[config.mk]
export PLATFORM = sky130hd
export DESIGN_NAME = fir_mac_filter
export DESIGN_NICKNAME = d
export VERILOG_FILES = /design/src/rtl/fir_mac_filter.sv
export SDC_FILE = /design/constraint.sdc
export NUM_CORES = 1
export LEC_CHECK = 0
export CORE_MARGIN = 2
export CORE_UTILIZATION = 50
export CTS_CLUSTER_DIAMETER = 150
export CTS_CLUSTER_SIZE = 20
export DETAILED_ROUTE_END_ITERATION = 7
export PLACE_DENSITY = 0.7
export SYNTH_ARGS = -nofsm -noshare
export SYNTH_HDL_FRONTEND = slang
export SYNTH_SLANG_ARGS = --single-unit
[constraint.sdc]
create_clock -name clock -period 5.8 [get_ports clock]
set_input_delay 0.58 -clock clock [delete_from_list [all_inputs] [get_ports clock]]
set_output_delay 0.58 -clock clock [all_outputs]
set_load 0.005 [all_outputs]
[src/rtl/fir_mac_filter.sv]
// TAPS-deep FIR with programmable coefficients and one shared multiplier (one MAC per clock).
// Define FIR_SAT_EN to clamp out-of-range results to the output range and flag them on sat.
module fir_mac_filter #(
    parameter int unsigned TAPS   = 6,
    parameter int unsigned DIN_W  = 12,
    parameter int unsigned COEF_W = 12,
    parameter int unsigned DOUT_W = 12,
    parameter int unsigned SHIFT  = 0,
    localparam int unsigned ACC_W  = DIN_W + COEF_W + $clog2(TAPS),
    localparam int unsigned ADDR_W = ($clog2(TAPS) > 1) ? $clog2(TAPS) : 1
) (
    input  logic              clock,
    input  logic              reset_n,
    input  logic              filterdav,
    input  logic [DIN_W-1:0]  data_in,
    input  logic              din_valid,
    output logic              din_ready,
    input  logic              coef_we,
    input  logic [ADDR_W-1:0] coef_addr,
    input  logic [COEF_W-1:0] coef_data,
    output logic [DOUT_W-1:0] data_out,
    output logic              dout_valid,
    output logic              sat
);

    typedef enum logic [1:0] {StIdle, StMac, StOut} state_e;

    // Half an output LSB, added before the shift so the result rounds half up.
    localparam logic signed [ACC_W:0] RND = (ACC_W + 1)'((2 ** SHIFT) / 2);

    state_e                    state_q, state_d;
    logic signed [DIN_W-1:0]   x_q    [TAPS];
    logic signed [COEF_W-1:0]  coef_q [TAPS];
    logic signed [ACC_W-1:0]   acc_q;
    logic [ADDR_W-1:0]         idx_q;
    logic [DOUT_W-1:0]         data_out_q;
    logic                      dout_valid_q;
    logic                      sat_q;

    logic                      accept;
    logic                      last_tap;
    logic signed [DIN_W+COEF_W-1:0] prod;
    logic signed [ACC_W:0]     rnd_sum;
    logic signed [ACC_W:0]     r;
    logic [DOUT_W-1:0]         r_out;
    logic                      r_sat;

    assign din_ready  = (state_q == StIdle) && !filterdav;
    assign accept     = din_valid && din_ready;
    assign last_tap   = (idx_q == ADDR_W'(TAPS - 1));
    assign prod       = x_q[idx_q] * coef_q[idx_q];
    assign rnd_sum    = (ACC_W + 1)'(acc_q) + RND;
    assign r          = rnd_sum >>> SHIFT;
    assign data_out   = data_out_q;
    assign dout_valid = dout_valid_q;
    assign sat        = sat_q;

`ifdef FIR_SAT_EN
    localparam logic signed [ACC_W:0] OUT_MAX = (ACC_W + 1)'((2 ** (DOUT_W - 1)) - 1);
    localparam logic signed [ACC_W:0] OUT_MIN = ~OUT_MAX;

    always_comb begin
        r_out = r[DOUT_W-1:0];
        r_sat = 1'b0;
        if (r > OUT_MAX) begin
            r_out = OUT_MAX[DOUT_W-1:0];
            r_sat = 1'b1;
        end else if (r < OUT_MIN) begin
            r_out = OUT_MIN[DOUT_W-1:0];
            r_sat = 1'b1;
        end
    end
`else
    logic unused_r_msbs;
    assign unused_r_msbs = ^r[ACC_W:DOUT_W];
    assign r_out         = r[DOUT_W-1:0];
    assign r_sat         = 1'b0;
`endif

    always_comb begin
        state_d = state_q;
        if (filterdav) begin
            state_d = StIdle;
        end else begin
            unique case (state_q)
                StIdle: if (accept) state_d = StMac;
                StMac:  if (last_tap) state_d = StOut;
                StOut:  state_d = StIdle;
                default: state_d = StIdle;
            endcase
        end
    end

    always_ff @(posedge clock or negedge reset_n) begin
        if (!reset_n) begin
            state_q      <= StIdle;
            acc_q        <= '0;
            idx_q        <= '0;
            data_out_q   <= '0;
            dout_valid_q <= 1'b0;
            sat_q        <= 1'b0;
            for (int k = 0; k < int'(TAPS); k++) begin
                x_q[k]    <= '0;
                coef_q[k] <= (k < 3) ? COEF_W'(1) : '0;
            end
        end else begin
            state_q      <= state_d;
            dout_valid_q <= 1'b0;
            if (filterdav) begin
                acc_q <= '0;
                idx_q <= '0;
                for (int k = 0; k < int'(TAPS); k++) x_q[k] <= '0;
            end else begin
                // Writes only land while idle, so an in-flight result never sees them.
                if (state_q == StIdle && coef_we && 32'(coef_addr) < TAPS) begin
                    coef_q[coef_addr] <= coef_data;
                end
                unique case (state_q)
                    StIdle: begin
                        if (accept) begin
                            x_q[0] <= data_in;
                            for (int k = int'(TAPS) - 1; k > 0; k--) x_q[k] <= x_q[k-1];
                            acc_q <= '0;
                            idx_q <= '0;
                        end
                    end
                    StMac: begin
                        acc_q <= acc_q + ACC_W'(prod);
                        idx_q <= idx_q + 1'b1;
                    end
                    StOut: begin
                        data_out_q   <= r_out;
                        sat_q        <= r_sat;
                        dout_valid_q <= 1'b1;
                    end
                    default: ;
                endcase
            end
        end
    end

endmodule

==> impl_metrics.ini <==
[sta]
timing.slew.headroom = 0.223
timing_hold_violations_final = 0
grt_setup_unrepaired = yes
worst_clock_skew_ns = 0.0173
fin_setup_tns_ns = 0
setup-violations-final = 0
hold-worst-slack_ns = 0.0800
fmax_mhz = 173
tightest_pin_transition_ns = 1.16
finalCritPeriodShare = 0.996
layout_min_cycle_time_ns = 5.77
timing_max_transition_violations_final = 0

[setup_path]
timing.critical_path.mode_cell = fa_1
crit_start = idx_q[0]
cp-end-kind = flip-flop
cpLargestDelayFamily = adder cells
worst_r2r_startpoint = idx_q[0]
arrival_ns = 6.10
worst-path-max-fanout = 7
worstSetupStartpointType = flip-flop
cell_with_the_biggest_individual_delay_on_the_critical_path = mux4_2
critical_path.n_buffers_inverters = 4
critical_path.cell_chain = buf_12, mux4_2, a21oi_4, buf_6, nor2_1, fa_1, inv_1, fa_1, inv_1, fa_1, ha_1, fa_1, ha_1, ha_1, a21o_1, a21oi_4, o21ai_2, xnor2_1, xnor2_1, xnor2_1, o21ai_1
setup.worst_path.class = flip-flop to flip-flop
critical-path-max-stage-delay_ns = 0.57
critical_path_required_ns = 6.13

[drt]
routed_wire_length_per_instance_um = 17.8
drt_iter0_markers = 488
via_per_inst = 5.43
drc = 0
drt_pass1_iterations = 5
wirelength_routed_mm = 24.2
vias = 7391
antenna_violating_nets_post_route = 0

[power_and_ir_drop]
power.combinational.fraction = 0.333
leakage_nw = 5.63
clkPwrFrac = 0.283
switching_share = 0.324
internal_power_mw = 2.61
sequentialPowerShare = 0.384
p_switching_mw = 1.25
power.density_nw_per_um2 = 306
vdd_drop_max_mv = 0.214

[clock_network]
ctsLongestPathBuffers = 2
ctsRootBufferMaster = clkbuf_16
tritoncts.num_buffers = 17
clkLatencyLatePin_ns = 0.45
total_number_of_clock_tree_sinks = 174
cts_tree = built
clk_transition_reported_paths_ns = 0.08
cts_htree_levels = 4
cts_hold_bufs = 0

[place]
dp.final_hpwl_mm = 16.9
place_congestion = 0.889
dp.cells = 1305
port-buffer-count = 45

[logic_synthesis]
synthFlopType = dfrtp_1
post-synth-top-area-fraction = 0.404
ys_seq_area_frac = 0.411
synthesis.nets = 1106
post_synth.cell_area_avg_um2 = 10.8
number_of_flops_mapped_to_enable_cells_by_yosys = 0
netlist-cell-type-count = 42
synth-seq-cells = 174
postSynth.asyncResetShare = 1.00
synth_largest_area_cell = dfrtp_1
synth_warnings = 0
syn_area_um2 = 10600
yosys-top-cells-area = dfrtp_1 (40%), fa_1 (9.1%), mux2_2 (9.0%)
netlist_instances = 983

[floorplan]
fp-row-count = 53
core_um2 = 20900
fp.dieH_um = 150
design.portCount = 47
die_width_um = 150
floorplan.initialDensity = 0.507
die_outline_area_um2 = 22400

[global_routing]
first_global_vias = 7442
global_route_wire_length_before_repair_mm = 39.2
grt_use_total = 0.228
global_route.overflow_total = 0
grt_start_max_net_pins = 94
antenna_found_initial = 0

[layout]
layout-area-overhead-vs-synth_pct = 19.4
post_route_cells_drive_above_1_share = 0.261
final_util = 0.606
diodes = 0
final_nets = 1195
stdcell_count = 1360

[run_status]
status = finished, final reports clean

[run]
max_cap_violations = 0

[hold_path]
hold_path_class = input port to asynchronous set/reset pin
==> kinds of logic (layout without fill, tap and decap cells) <==
group           Yosys count  in the layout  share of synthesized area
compound gates          145            145                     0.0789
xor+xnor                 36             36                     0.0298
fa+ha+maj                91             91                      0.141
buf+inv                 119            221                     0.0483
flops                   174            174                      0.411
mux                     125            125                      0.159
other cells               1              1                   0.000354
simple gates            292            292                      0.131
==> final timing paths <==
kind | endpoint | slack [ns] | cells past startpoint
min in group clock | x_q[32] | 0.50 | 2
setup reg to reg | acc_q[11] | 0.03 | 21
hold reg to reg | x_q[32] | 0.50 | 2
hold / removal | coef_q[70] | 0.08 | 1
setup / recovery | acc_q[11] | 0.03 | 21
max in group asynchronous | idx_q[0] | 4.34 | 2
==> layout make-up <==
class / instances / area (um2)
clock buffers: 18 / 429
clock inverters: 14 / 125
fillers: 1687 / 8230
inverters: 66 / 248
multi-input cells: 690 / 6000
flip-flops and latches: 174 / 4360
well taps: 275 / 344
repair buffers: 123 / 1140
==> worst register-to-register path, stage by stage (launching register included) <==
cell and delay, ns:
dfrtp_4 0.49, buf_12 0.16, mux4_2 0.57, a21oi_4 0.23, buf_6 0.16, nor2_1 0.06
fa_1 0.50, inv_1 0.05, fa_1 0.50, inv_1 0.05, fa_1 0.45, ha_1 0.32
fa_1 0.48, ha_1 0.31, ha_1 0.34, a21o_1 0.22, a21oi_4 0.16, o21ai_2 0.09
xnor2_1 0.18, xnor2_1 0.15, xnor2_1 0.14, o21ai_1 0.08
==> synth_stat cells (all sizes together) (11+ instances only) <==
master,instances
buf,22
nor2,59
inv,65
xnor2,25
xor2,11
o21ai,91
dfrtp,171
clkbuf,31
fa,48
mux2,85
nand2,115
mux4,24
nand2b,79
a21oi,25
ha,43
mux2i,16
==> cells in the final DEF, fill, tap and decap left out, drive strengths merged, types with 4 or more instances in the layout <==
cell type,n
a21oi,25
nor2,59
clkbuf,18
xor2,11
clkdlybuf4s50,43
nor2b,10
buf,80
o21ai,91
mux2i,16
nand2,115
a21o,10
nand2b,79
a32oi,5
and2,7
inv,72
nand3,8
dfrtp,171
a22o,8
mux2,85
ha,43
xnor2,25
or2,4
clkinvlp,5
mux4,24
fa,48
==> layer usage <==
metal,wire (um),global-route usage,share of wire
met2,12100,0.375,0.50
met4,534,0.0771,0.022
met5,0,0,0
met3,901,0.0509,0.037
met1,10700,0.301,0.44
==> through the flow <==
| step | power [mW] | cell area (um2) | setup WS (ns) |
|---|---|---|---|
| floorplan | 2.25 | 10700 | 0.0210 |
| global placement | 2.58 | 11700 | -0.153 |
| detailed placement | 2.61 | 11700 | -0.236 |
| CTS | 3.81 | 12500 | 0.000653 |
| global route | 4.09 | 12700 | -0.160 |
| finish | 3.87 | 12700 | 0.0257 |
==> state kept, by name (all words and copies together) (netlist names) <==
| name | flops |
|---|---|
| idx_q | 3 |
| coef_q | 72 |
| acc_q | 12 |
| x_q | 72 |
| dout_valid | 1 |
| data_out | 12 |
| state_q | 2 |
==> power groups by stage <==
stage                     combinational [mW]  clock, mW  sequential (mW)
after global placement                  1.08          0             1.50
after detailed placement                1.11          0             1.51
after CTS                               1.22       1.11             1.49
after global routing                    1.42       1.16             1.51
final                                   1.29       1.09             1.49
after floorplan                        0.792          0             1.46
==> what timing repair did <==
| action | in CTS | in global routing |
|---|---|---|
| endpoints found under the hold margin | 0 | 0 |
| pin swaps | 16 | 30 |
| resized for setup | 32 | 36 |
| buffers inserted | 16 | 6 |
| endpoints found under the setup margin | 3 | 4 |
| gates cloned | 2 | 1 |
Power figures use the tool's default switching activity.
